**src/rtl/deserializer_fifo.sv**
```systemverilog
// Serial-to-parallel deserializer (MSB first) feeding a small output FIFO.
// Reports truncated frames on err_o and words dropped on a full FIFO on ovf_o.
module deserializer_fifo #(
    parameter int WIDTH = 6,
    parameter int DEPTH = 4
) (
    input  logic             clk_i,
    input  logic             rst_i,
    input  logic             ser_data_i,
    input  logic             ser_val_i,
    output logic [WIDTH-1:0] data_o,
    output logic             data_val_o,
    input  logic             data_rdy_i,
    output logic             err_o,
    output logic             ovf_o
);

    localparam int CNT_W = (WIDTH > 1) ? $clog2(WIDTH) : 1;
    localparam int PTR_W = (DEPTH > 1) ? $clog2(DEPTH) : 1;
    localparam logic [CNT_W-1:0] CNT_LAST = CNT_W'(WIDTH - 1);
    localparam logic [PTR_W:0]   OCC_FULL = (PTR_W + 1)'(DEPTH);

    logic [CNT_W-1:0] cnt_r;
    logic [WIDTH-1:0] sr_r;
    logic [WIDTH-1:0] mem_r [DEPTH];
    logic [PTR_W-1:0] rd_ptr_r;
    logic [PTR_W-1:0] wr_ptr_r;
    logic [PTR_W:0]   occ_r;
    logic [WIDTH-1:0] data_r;
    logic             val_r;
    logic             err_r;
    logic             ovf_r;

    logic             push_s;
    logic             pop_s;
    logic             full_s;
    logic             wr_en_s;
    logic [WIDTH-1:0] word_s;
    logic [PTR_W-1:0] rd_ptr_nxt_s;
    logic [PTR_W:0]   occ_nxt_s;
    logic [WIDTH-1:0] head_nxt_s;

    // Frame assembly, FIFO push/pop decisions and next-head computation
    always_comb begin
        push_s       = ser_val_i && (cnt_r == CNT_LAST);
        word_s       = {sr_r[WIDTH-2:0], ser_data_i};
        pop_s        = val_r && data_rdy_i;
        full_s       = (occ_r == OCC_FULL);
        wr_en_s      = push_s && (!full_s || pop_s);
        rd_ptr_nxt_s = pop_s ? (rd_ptr_r + PTR_W'(1)) : rd_ptr_r;
        case ({wr_en_s, pop_s})
            2'b10:   occ_nxt_s = occ_r + (PTR_W + 1)'(1);
            2'b01:   occ_nxt_s = occ_r - (PTR_W + 1)'(1);
            default: occ_nxt_s = occ_r;
        endcase
        // A word written this edge becomes the head only if it lands on the next read slot
        if (wr_en_s && (wr_ptr_r == rd_ptr_nxt_s)) begin
            head_nxt_s = word_s;
        end else begin
            head_nxt_s = mem_r[rd_ptr_nxt_s];
        end
    end

    // Bit counter, shift register and truncation pulse
    always_ff @(posedge clk_i or negedge rst_i) begin
        if (!rst_i) begin
            cnt_r <= '0;
            sr_r  <= '0;
            err_r <= 1'b0;
        end else begin
            err_r <= !ser_val_i && (cnt_r != '0);
            if (ser_val_i) begin
                sr_r <= word_s;
                if (cnt_r == CNT_LAST) begin
                    cnt_r <= '0;
                end else begin
                    cnt_r <= cnt_r + CNT_W'(1);
                end
            end else begin
                cnt_r <= '0;
            end
        end
    end

    // FIFO storage and pointers
    always_ff @(posedge clk_i or negedge rst_i) begin
        if (!rst_i) begin
            for (int i = 0; i < DEPTH; i++) begin
                mem_r[i] <= '0;
            end
            rd_ptr_r <= '0;
            wr_ptr_r <= '0;
            occ_r    <= '0;
        end else begin
            if (wr_en_s) begin
                mem_r[wr_ptr_r] <= word_s;
                wr_ptr_r        <= wr_ptr_r + PTR_W'(1);
            end
            rd_ptr_r <= rd_ptr_nxt_s;
            occ_r    <= occ_nxt_s;
        end
    end

    // Registered output stage mirrors the head entry the FIFO will hold after this edge
    always_ff @(posedge clk_i or negedge rst_i) begin
        if (!rst_i) begin
            data_r <= '0;
            val_r  <= 1'b0;
            ovf_r  <= 1'b0;
        end else begin
            data_r <= head_nxt_s;
            val_r  <= (occ_nxt_s != '0);
            ovf_r  <= push_s && full_s && !pop_s;
        end
    end

    assign data_o     = data_r;
    assign data_val_o = val_r;
    assign err_o      = err_r;
    assign ovf_o      = ovf_r;

endmodule

```
**config.mk**
```make
export PLATFORM = sky130hd
export DESIGN_NAME = deserializer_fifo
export DESIGN_NICKNAME = d
export VERILOG_FILES = /design/src/rtl/deserializer_fifo.sv
export SDC_FILE = /design/constraint.sdc
export NUM_CORES = 1
export LEC_CHECK = 0
export ABC_AREA = 1
export BUFFER_PORTS_ARGS = -buffer_cell sky130_fd_sc_hd__buf_2
export CORE_UTILIZATION = 47
export CTS_BUF_LIST = sky130_fd_sc_hd__clkbuf_8
export DETAILED_ROUTE_END_ITERATION = 10
export PLACE_DENSITY = 0.65
export SETUP_SLACK_MARGIN = 0.1
export SLEW_MARGIN = 5
export SYNTH_ARGS = -nofsm -noshare
export SYNTH_HDL_FRONTEND = slang
export SYNTH_SLANG_ARGS = --single-unit
```
**constraint.sdc**
```tcl
create_clock -name clk_i -period 1.9 [get_ports clk_i]
set_input_delay 0.38 -clock clk_i [delete_from_list [all_inputs] [get_ports clk_i]]
set_output_delay 0.38 -clock clk_i [all_outputs]
set_load 0.01 [all_outputs]
```
### Word-level counts from Yosys, hierarchy flattened

Cells that the tools add are included.

* flip-flop bits (word level): 48
* bits in latches: 0
* bits in writable memories: 0
* memory bits (read-only): 0
* input bits: 5
* output and inout port bits: 9
* word-level logic and storage cells: 53
* memories kept: 0

* $add $sub $neg: 5
* multiply operators: 0
* divide/modulo/power cells: 0
* order comparisons: 3
* equal/unequal tests: 5
* shift-type cells: 0
* multiplexer cells: 11
* bitwise gates (word level): 2
* reduce and logical (&&, ||, !) cells: 14

Operators by type and width (number)
* bitwise mux 24 bit: 1
* two-way mux 6 bit: 4
* binary-select mux 6 bit (select 2 bit): 1
* demux 6 bit (select 2 bit): 1
* logical AND 1 bit: 8
* adder 3 x 1 -> 3 bit (second input constant): 2
* == test 3 bit (second input constant): 2
* greater-or-equal comparator 3 bit (second input constant): 2
* two-way mux 3 bit: 2
* inverter 2 -> 3 bit: 2
* one-hot mux 3 bit (2 select lines): 1
* nonzero test 3 bit: 2
* adder 2 x 1 -> 2 bit (second input constant): 2
* logical NOT 1 bit: 3
* < comparator 3 x 1 -> 1 bit (second input constant): 1
* subtractor 3 x 1 -> 3 bit (second input constant): 1
* == test 2 x 1 -> 1 bit (second input constant): 1
* == test 2 bit: 1
* == test 2 bit (second input constant): 1
* two-way mux 2 bit: 1
* logical OR 1 bit: 1

### Depth between registers and ports, before layout

Gate-level depths: netlist (run 1).

* word-level depth: 7
* gate-level depth with buffers: 10
* mapped depth without buffers: 10

### Worst setup path after synthesis (run 1)

No wires, ideal clock.

* kind: flip-flop to flip-flop
* start point: reg val_r, in the netlist data_val_o
* end point: reg val_r, in the netlist data_val_o
* library setup time: 0.117 ns
* data arrival time: 1.801 ns
* slack: -0.018 ns
* stages on the path, launching flop included: 9
* path buffers: 0
* path through: dfrtp_1 nand2_1 nand3_1 nand2_4 ha_1 fa_1 mux2_2 nor2_1 nand2_1

* word-level cells in the longest chain between the ends: 6
* elaborated cells between the ends (all ways): 7
* those cells by class: eq/ne: 2; mux: 1; reduce/logical: 4

Ends and longest elaborated chain
* start, declared: line 30 `logic val_r;`
* start signal, assigned: line 112 `val_r <= (occ_nxt_s != '0);`
* logical AND 1 bit *: line 47 `pop_s = val_r && data_rdy_i;`
* logical OR 1 bit: line 49 `wr_en_s = push_s && (!full_s || pop_s);`
* logical AND 1 bit: line 49
* == test 2 x 1 -> 1 bit or == test 2 bit (tied branches): line 51 `case ({wr_en_s, pop_s})`
* one-hot mux 3 bit (2 select lines) *: line 51
* via occ_nxt_s[1]: line 40 `logic [PTR_W:0] occ_nxt_s;`
* nonzero test 3 bit *: line 112

Mark *: on every way through the listed nets, which the timed path passes. The rest lies on a longest branch.
A chain may end at the register's enable or synchronous reset.

### Worst setup path after layout (run 1)

* start point: reg cnt_r[1]
* end point: reg val_r, in the netlist data_val_o

* word-level cells in the longest chain between the ends: 6
* elaborated cells between the ends (all ways): 7
* those cells by class: eq/ne: 3; mux: 1; reduce/logical: 3

Ends and longest elaborated chain
* start, declared: line 23 `logic [CNT_W-1:0] cnt_r;`
* start signal, assigned: line 77 `cnt_r <= cnt_r + CNT_W'(1);`
* == test 3 bit *: line 45 `push_s = ser_val_i && (cnt_r == CNT_LAST);`
* logical AND 1 bit *: line 45
* logical AND 1 bit *: line 49
* == test 2 x 1 -> 1 bit or == test 2 bit (tied branches): line 51
* one-hot mux 3 bit (2 select lines) *: line 51
* via occ_nxt_s[1]: line 40
* nonzero test 3 bit *: line 112

Marked as above.

==> summary.txt, run 1 <==
Pwr
  • Clock power frac: 0.238
  • Combinational share of power: 0.350
  • Seq pwr share: 0.411
  • Sw frac: 0.3655
  • Pwr/cell area: 1225 mW/mm^2
  • Worst vdd ir: ~490 uV
  • Total net switching power: between 1 and 1.5 mW
  • P_int: about 2.1 mW
  • Pleak: ~1.4 nW
  • Power, Total: about 3.2 mW

Clocking
  • CTS Root Cell: clkbuf_8
  • CTS buffer count: 5
  • Hold_buf cts: 0
  • CTS tree: done
  • # clock sinks: 48
  • Worst-path clk slew: 0.09 ns
  • Clock Latency Late Sink: 0.30 ns
  • H-tree Lvls: 2
  • Longest Clk Path Bufs: 2

Synthesis
  • Leading area contributor after synthesis: dfrtp_1
  • Count leader, synth: nand2_1
  • Yosys reg bits: 48
  • Leading cell types by count after synthesis: nand2_1, dfrtp_1, inv_1
  • Post-synth ARST share: 1.000
  • Register area share after synthesis: 0.5170
  • Syn_area_per_cell: between 9 and 10 um^2
  • Predominant post-synthesis flop cell: dfrtp_1
  • Post-Syn Instances: 258
  • Post-synth EDFFs: 0
  • Syn. warnings: 0
  • Syn nets: 269
  • Synthesized area: between 0.002 and 0.0025 mm^2
  • Top cells by area, synth: dfrtp_1, nand2_1, nand3_1, inv_1, nand3b_1
  • Netlist cell types: 26
  • Area share of the largest cell type after synthesis: 0.5170

Status
  • Status: completed

Floorplan
  • Initial Util: 0.4887
  • Die X: just over 70 um
  • Die footprint: approximately 0.0052 mm^2
  • Die height: a little over 70 um
  • Boundary Pins: 14
  • Core area: ~0.0048 mm^2
  • Core Rows: 25

Critical path
  • Crit. path cell count: 7
  • Reg-to-reg setup timing slack: 0.10 ns
  • CP startpoint kind: flop
  • Max incr delay on CP: 0.42 ns
  • Crit Path Category: reg -> reg
  • Slowest-stage cell, CP: fa_1
  • Worst path cell trace: nor3_4, nand2_4, ha_4, fa_1, mux2_2, nor2_1, nand2_1
  • Crit path max-delay family: adder cells
  • Worst R2R Path Depth: 7
  • CP max FO: 2
  • RR Endpoint: data_val_o$_DFF_PN0_
  • R2r startpoint: cnt_r[1]$_DFF_PN0_
  • Worst setup EP type: flop
  • WP buf/inv: 0
  • CP required: about 2.1 ns
  • CP arrival: around 2.0 ns

Global route
  • Initial antenna violation count: 0
  • First-pass GRT wire length: 7893 um
  • Vias in the first global route: 1,624
  • Grt total ovfl: 0
  • Largest net degree at the start of global routing: 22
  • Total track usage: 0.2036

Route
  • Avg WL per Cell: between 10 and 15 um
  • Initial DRT Pass Iterations: 5
  • Remaining DRCs: 0
  • Final wirelength: ~4600 um
  • Vias: roughly 1,700
  • Vias per cell: 4.835
  • Initial drt markers: between 60 and 70
  • Antenna Nets Post-Route: 0

Timing
  • Worst slew margin: 0.6919
  • RSZ-0062 raised after global routing: yes
  • Worst-margin pin slew: ~0.46 ns
  • Clk_skew: approximately 0.0091 ns
  • Final worst-path cycle share: 0.9448
  • Hold WS: roughly 0.017 ns
  • # setup viols final: 0
  • Final Max Tran Viols: 0
  • Setup TNS: 0 ns
  • Peak Freq: around 560 MHz
  • Fin crit period: 1.795 ns
  • Final Hold Fails: 0

Finish
  • P&R area growth vs syn: 14.16%
  • Nets@finish: slightly below 300
  • Share of post-route cells with drive strength above 1: 0.2077
  • Finished Cell Area: 0.002653 mm^2
  • Antenna Cells: 0

Flow run
  • Max_cap viols: 0

Placement
  • DP HPWL: about 3200 um
  • Port bufs: 13
  • GP Congestion: approximately 0.71
  • Cell Area, Placed: ~0.0025 mm^2

Min path
  • Worst Hold Class: in -> async
## cells by family (layout without fill, tap and decap cells)
group,count (synthesis),count (layout),synth area share
simple gates,127,127,0.2649
mux,1,1,0.004846
buf+inv,39,65,0.07969
flops,48,48,0.5170
compound gates,34,34,0.08670
xor+xnor,3,3,0.01131
fa+ha+maj,6,6,0.03554
## routing by layer
metal  routed length, um  up-vias  track usage
met1                2248      792       0.2757
met2                2118       31       0.3229
met5                   0        -            0
met4                  71        0      0.07190
met3                 166        7      0.04583
li1                    -      867            -
## layout by cell type (no fill, tap or decap), drive strengths merged, types with 5 or more instances in the layout
| master | Yosys | final |
|---|---|---|
| nand3 | 23 | 23 |
| nand2 | 84 | 84 |
| nand3b | 12 | 12 |
| o21ai | 31 | 31 |
| nor2 | 6 | 6 |
| buf | 7 | 26 |
| ha | 5 | 5 |
| inv | 30 | 30 |
| dfrtp | 48 | 48 |
| clkbuf | 1 | 6 |
## how the worst max path moves through the flow
| stage | start | end | slack [ns] |
|---|---|---|---|
| 5_1_grt | cnt_r[1]$_DFF_PN0_ | data_val_o$_DFF_PN0_ | -0.003 |
| 4_1_cts | cnt_r[1]$_DFF_PN0_ | data_val_o$_DFF_PN0_ | 0.09 |
| 3_5_place_dp | ser_val_i | data_val_o$_DFF_PN0_ | -0.03 |
| 2_1_floorplan | ser_val_i | data_val_o$_DFF_PN0_ | 0.08 |
| 6_report | cnt_r[1]$_DFF_PN0_ | data_val_o$_DFF_PN0_ | 0.10 |
| 3_3_place_gp | ser_val_i | data_val_o$_DFF_PN0_ | -0.0005 |
## flip-flops by register name, indices dropped and copies added, names as in the netlist
signal      cells
sr_r            5
cnt_r           3
err_o           1
data_val_o      1
mem_r          24
wr_ptr_r        2
occ_r           3
rd_ptr_r        2
data_o          6
ovf_o           1
## repair_timing
action | CTS | global route
hold endpoints to repair | 0 | 0
endpoints found under the setup margin | 1 | 2
gates resized for setup | 0 | 1
cloned | 0 | 0
pin swaps | 0 | 0
setup buffers | 2 | 2
## layout make-up
| cell class | instances | area (um^2) |
|---|---|---|
| clock buffers | 6 | 82.58 |
| repair buffers | 26 | 162.7 |
| clock inverters | 2 | 38.79 |
| flip-flops and latches | 48 | 1201 |
| fillers | 457 | 2102 |
| multi-input cells | 171 | 962.2 |
| well taps | 67 | 83.83 |
| inverters | 31 | 121.4 |
## stage by stage
step	worst slack (ns)	instances	utilization
after global placement	-0.0005402	339	0.5255
after CTS	0.09019	349	0.5542
after detailed placement	-0.02515	339	0.5255
after global routing	-0.002744	351	0.5579
final	0.1049	351	0.5579
after floorplan	0.08038	258	-
## power groups by stage
| stage | clock (mW) | sequential, mW | combinational [mW] |
|---|---|---|---|
| global placement | 0 | 1.35 | 1.10 |
| detailed placement | 0 | 1.35 | 1.12 |
| floorplan | 0 | 1.36 | 0.790 |
| global route | 0.831 | 1.36 | 1.30 |
| CTS | 0.797 | 1.33 | 1.13 |
| finish | 0.775 | 1.34 | 1.14 |
Power figures use the tool's default switching activity.
==> inputs of run 2 (changes only) <==
PLACE_DENSITY = 0.62   (was 0.65)
clock period = 2.2 ns   (was 1.9 ns; I/O delays follow)
==> run 2 against run 1 <==
  * Sequential power shrank 14%
  * Critical path depth up 1
  * Critical path type unchanged
  * Register-to-register slack better by 0.13 ns
  * Non-clock buffer count fell by 7
  * Sequential share of layout area up 1.8 points
  * Sequential cell count stayed put
  * Utilization is 2.0 points lower
==> summary.txt, run 2 (synthesis results as in run 1) <==
Finish
  • Commonest cells after routing, fill and taps aside: nand2_1, dfrtp_1, inv_1, nand3_1, o21ai_1
  • Antenna Cells: 0
  • Fillers: roughly 450
  • Most flops, register: mem_r
  • Max reg flops: 24
  • Nets@finish: ~290
  • Share of post-route cells with drive strength above 1: 0.1877
  • Commonest non-fill, non-tap cell in the layout: nand2_1
  • P&R area growth vs syn: 10.02%

Timing
  • Final worst-path cycle share: 0.8918
  • Final Max Tran Viols: 0
  • Fin crit period: between 1.5 and 2 ns
  • Clk_skew: between 0.01 and 0.015 ns
  • # setup viols final: 0
  • Setup TNS: 0 ns
  • Worst slew margin: 0.5970
  • Final Hold Fails: 0
  • RSZ-0062 raised after global routing: no
  • Peak Freq: 509.7 MHz
  • Worst-margin pin slew: approximately 0.60 ns

Placement
  • GP Congestion: 0.7604
  • Port bufs: 13
  • DP HPWL: 3027 um

Critical path
  • CP required: 2.39 ns
  • R2r startpoint: occ_r[0]$_DFF_PN0_
  • Worst R2R Path Depth: 8
  • CP startpoint kind: flop
  • Crit Path Category: reg -> reg
  • Reg-to-reg setup timing slack: about 0.24 ns
  • Worst path cell trace: nor2_1, nand3_2, nand2_4, ha_1, fa_2, mux2_2, nor2_1, nand2_1
  • RR Endpoint: data_val_o$_DFF_PN0_
  • Worst setup EP type: flop
  • CP arrival: ~2.2 ns
  • CP max FO: 3
  • Most used cell, CP: nor2_1
  • Slowest-stage cell, CP: fa_2
  • Max incr delay on CP: between 0.4 and 0.5 ns

Pwr
  • Pwr/cell area: 1025 mW/mm^2
  • Pleak: approximately 1.3 nW
  • Power, Total: about 2.6 mW
  • Worst vdd ir: between 400 and 500 uV

Route
  • Avg WL per Cell: 12.94 um
  • Antenna Nets Post-Route: 0
  • Initial DRT Pass Iterations: 4
  • Final wirelength: approximately 4500 um
  • Initial drt markers: 110
  • Remaining DRCs: 0
  • Vias per cell: 4.878
  • Vias: roughly 1,700

Clocking
  • Longest Clk Path Bufs: 2
  • Worst-path clk slew: ~0.090 ns
  • CTS buffer count: 5
  • CTS tree: done
  • Clock Latency Late Sink: approximately 0.3 ns
  • # clock sinks: between 40 and 50
  • H-tree Lvls: 2
  • CTS Root Cell: clkbuf_8

Global route
  • Grt total ovfl: 0
  • Initial antenna violation count: 0
  • Largest net degree at the start of global routing: between 40 and 50
  • Total track usage: 0.1966
  • First-pass GRT wire length: a little under 8000 um
  • Vias in the first global route: around 1,600

Floorplan
  • Core Rows: 25
  • Core area: roughly 0.0048 mm^2
  • Initial Util: 0.4887
  • Die X: between 70 and 80 um
  • Die height: 72.31 um
  • Die footprint: about 0.0052 mm^2
  • Boundary Pins: 14

Min path
  • Worst Hold Class: in -> async

Flow run
  • Max_cap viols: 0

Status
  • Status: completed
run 2: changes by cell type in the layout (fill, tap and decap cells not counted), sizes merged:
cell and delta:
clkbuf -1, clkinv +2, bufinv -1, buf -7
run 2: through the flow:
step,setup WS (ns),utilization,hold slack (ns),cells,area (um^2)
final,0.2380,0.5376,0.2306,344,2556
after CTS,0.2438,0.5329,0.2421,343,2534
after detailed placement,0.1134,0.5145,0.4587,335,2446
after global routing,0.1044,0.5376,0.2859,344,2556
after floorplan,0.2679,-,0.1444,258,2323
after global placement,0.1436,0.5145,0.4567,335,2446
run 2: repair_timing:
item,4_1_cts,5_1_grt
hold buffers,0,0
setup buffers,0,1
resized for setup,0,6
setup endpoints to repair,0,1
run 2: critical path: cells and delay by family (launching register included):
kind | cells | cell delay (ns)
muxes | 1 | 0.28
adders and majority gates | 2 | 0.67
DFF | 1 | 0.43
and+or+nand+nor | 5 | 0.48
run 2: cell type report:
type	instances	area (um^2)	share of cell area
multi-input cells	171	950.9	0.3720
clock inverters	3	18.77	0.007342
well taps	67	83.83	0.03279
flip-flops and latches	48	1202	0.4704
clock buffers	5	68.82	0.02692
inverters	31	121.4	0.04748
repair buffers	19	110.1	0.04307
run 2: power breakdown:
part | internal [mW] | switching [mW]
registers | 1.05 | 0.107
clock network | 0.222 | 0.300
logic | 0.337 | 0.607
run 2: worst max-delay path by stage:
stage	from	end	slack, ns
detailed placement	data_rdy_i	data_val_o$_DFF_PN0_	0.11
global placement	data_rdy_i	data_val_o$_DFF_PN0_	0.14
global route	occ_r[0]$_DFF_PN0_	data_val_o$_DFF_PN0_	0.10
CTS	cnt_r[0]$_DFF_PN0_	data_val_o$_DFF_PN0_	0.24
floorplan	data_rdy_i	data_val_o$_DFF_PN0_	0.27
finish	occ_r[0]$_DFF_PN0_	data_val_o$_DFF_PN0_	0.24
run 2: per-layer routing:
metal,vias up,GRT usage,share of wire
li1,854,-,-
met1,789,0.2803,0.51
met2,33,0.3053,0.44
met3,2,0.04167,0.049
met4,0,0.05229,0.0065
met5,-,0,0
==> inputs of run 3 (changes only) <==
CTS_CLUSTER_DIAMETER = 120   (was unset)
CTS_CLUSTER_SIZE = 16   (was unset)
MAX_ROUTING_LAYER = met4   (was unset)
==> run 3 against run 2 <==
  * Non-clock buffer count unchanged
  * Clock power is essentially flat
  * Combinational power about the same
  * Utilization is the same
  * Register-to-register slack about the same
  * Die area stayed put
  * First-iteration DRC count up 6.4%
  * Final cell count did not move
  * Critical path depth unchanged
  * Sequential power is essentially flat
  * Global-route usage rose by 0.60 points
==> summary.txt, run 3 (synthesis results as in run 1) <==
Clocking
  • CTS Root Cell: clkbuf_8
  • H-tree Lvls: 2
  • # clock sinks: 48
  • CTS buffer count: 5
  • Longest Clk Path Bufs: 2
  • Clock Latency Late Sink: ~0.3 ns
  • Worst-path clk slew: around 0.090 ns
  • CTS tree: done
  • Hold_buf cts: 0

Global route
  • Grt total ovfl: 0
  • Total track usage: 0.2026
  • Vias in the first global route: around 1,600
  • Largest net degree at the start of global routing: between 40 and 50
  • First-pass GRT wire length: between 7000 and 8000 um
  • Initial antenna violation count: 0

Finish
  • Max reg flops: 24
  • Share of post-route cells with drive strength above 1: 0.1877
  • Commonest cells after routing, fill and taps aside: nand2_1, dfrtp_1, inv_1, nand3_1, o21ai_1
  • Nets@finish: ~290
  • Commonest non-fill, non-tap cell in the layout: nand2_1
  • Most flops, register: mem_r
  • Fillers: 451
  • Antenna Cells: 0
  • P&R area growth vs syn: 10.02%

Pwr
  • Seq pwr share: 0.440
  • Combinational share of power: 0.361
  • Pleak: ~1.3 nW
  • Total net switching power: about 1.0 mW
  • Power, Total: approximately 2.6 mW
  • Worst vdd ir: a little under 500 uV
  • Pwr/cell area: just over 1000 mW/mm^2
  • Clock power frac: 0.200
  • Sw frac: 0.3880
  • P_int: 1.606 mW

Timing
  • Peak Freq: a little over 500 MHz
  • Final setup margin: 0.2380 ns
  • Worst-margin pin slew: 0.5946 ns
  • Fin crit period: 1.962 ns
  • # setup viols final: 0
  • Setup TNS: 0 ns
  • Final Max Tran Viols: 0
  • Worst slew margin: 0.6036
  • Clk_skew: a little over 0.01 ns
  • RSZ-0062 raised after global routing: no
  • Final worst-path cycle share: 0.8918
  • Final Hold Fails: 0

Critical path
  • CP arrival: 2.15 ns
  • Crit Path Category: reg -> reg
  • CP max FO: 3
  • CP startpoint kind: flop
  • CP required: approximately 2.4 ns
  • Worst setup EP type: flop

Placement
  • Place WS: 0.1134 ns
  • GP Congestion: approximately 0.77
  • Port bufs: 13
  • DP HPWL: between 3000 and 4000 um

Floorplan
  • Core area: approximately 0.0048 mm^2
  • Initial Util: 0.4887
  • Die footprint: about 0.0052 mm^2
  • Die X: 72.31 um
  • Core Rows: 25
  • Die height: slightly above 70 um
  • Boundary Pins: 14

Route
  • Vias per cell: between 4 and 5
  • Initial DRT Pass Iterations: 4
  • Vias: roughly 1,700
  • Avg WL per Cell: between 10 and 15 um
  • Remaining DRCs: 0
  • Antenna Nets Post-Route: 0
  • Initial drt markers: between 100 and 150
  • Final wirelength: roughly 4500 um

Status
  • Status: completed

Flow run
  • Max_cap viols: 0

Min path
  • Worst Hold Class: in -> async
run 3: cell counts in the layout (fill, tap and decap cells not counted):
No cell type changed its count.
run 3: through the flow:
step	hold slack [ns]	utilization	cells	cell area, um^2
6_report	0.2324	0.5376	344	2556
4_1_cts	0.2421	0.5329	343	2534
3_3_place_gp	0.4567	0.5145	335	2446
5_1_grt	0.2862	0.5376	344	2556
3_5_place_dp	0.4587	0.5145	335	2446
2_1_floorplan	0.1444	-	258	2323
run 3: metal layers:
metal	share of wire	vias up	track usage
li1	-	854	-
met4	0.0065	0	0.05229
met2	0.44	37	0.3053
met3	0.053	2	0.04167
met5	0	-	-
met1	0.50	788	0.2803
run 3: worst paths after layout:
path,start,endpoint,slack [ns],cells after the start
min reg2reg,mem_r[2]$_DFFE_PN0P_,mem_r[2]$_DFFE_PN0P_,0.48,2
max reg2reg,occ_r[0]$_DFF_PN0_,data_val_o$_DFF_PN0_,0.24,8
max in group asynchronous,rst_i,cnt_r[1]$_DFF_PN0_,1.54,2
min,rst_i,err_o$_DFF_PN0_,0.23,2
max,occ_r[0]$_DFF_PN0_,data_val_o$_DFF_PN0_,0.24,8
min in group clk_i,ser_val_i,cnt_r[0]$_DFF_PN0_,0.42,3
run 3: repair_timing:
item	CTS	global route
buffers inserted	0	1
hold endpoints to repair	0	0
setup endpoints to repair	0	1
resized for setup	0	6
run 3: cell type report:
type / count / area (um^2) / share of cell area
Sequential cell: 48 / 1202 / 0.4704
Multi-Input combinational cell: 171 / 950.9 / 0.3720
Inverter: 31 / 121.4 / 0.04748
Timing Repair Buffer: 19 / 110.1 / 0.04307
Tap cell: 67 / 83.83 / 0.03279
Clock buffer: 5 / 68.82 / 0.02692
Clock inverter: 3 / 18.77 / 0.007342
run 3: power by group through the flow:
stage | clock, mW | sequential (mW) | combinational (mW)
finish | 0.524 | 1.15 | 0.946
global route | 0.576 | 1.17 | 1.09
CTS | 0.538 | 1.15 | 0.931
detailed placement | 0 | 1.16 | 0.934
global placement | 0 | 1.16 | 0.922
floorplan | 0 | 1.17 | 0.671
run 3: critical path, stage by stage (launching register included):
cell	delay, ns
dfrtp_1	0.43
nor2_1	0.15
nand3_2	0.11
nand2_4	0.09
ha_1	0.22
fa_2	0.45
mux2_2	0.28
nor2_1	0.08
nand2_1	0.05
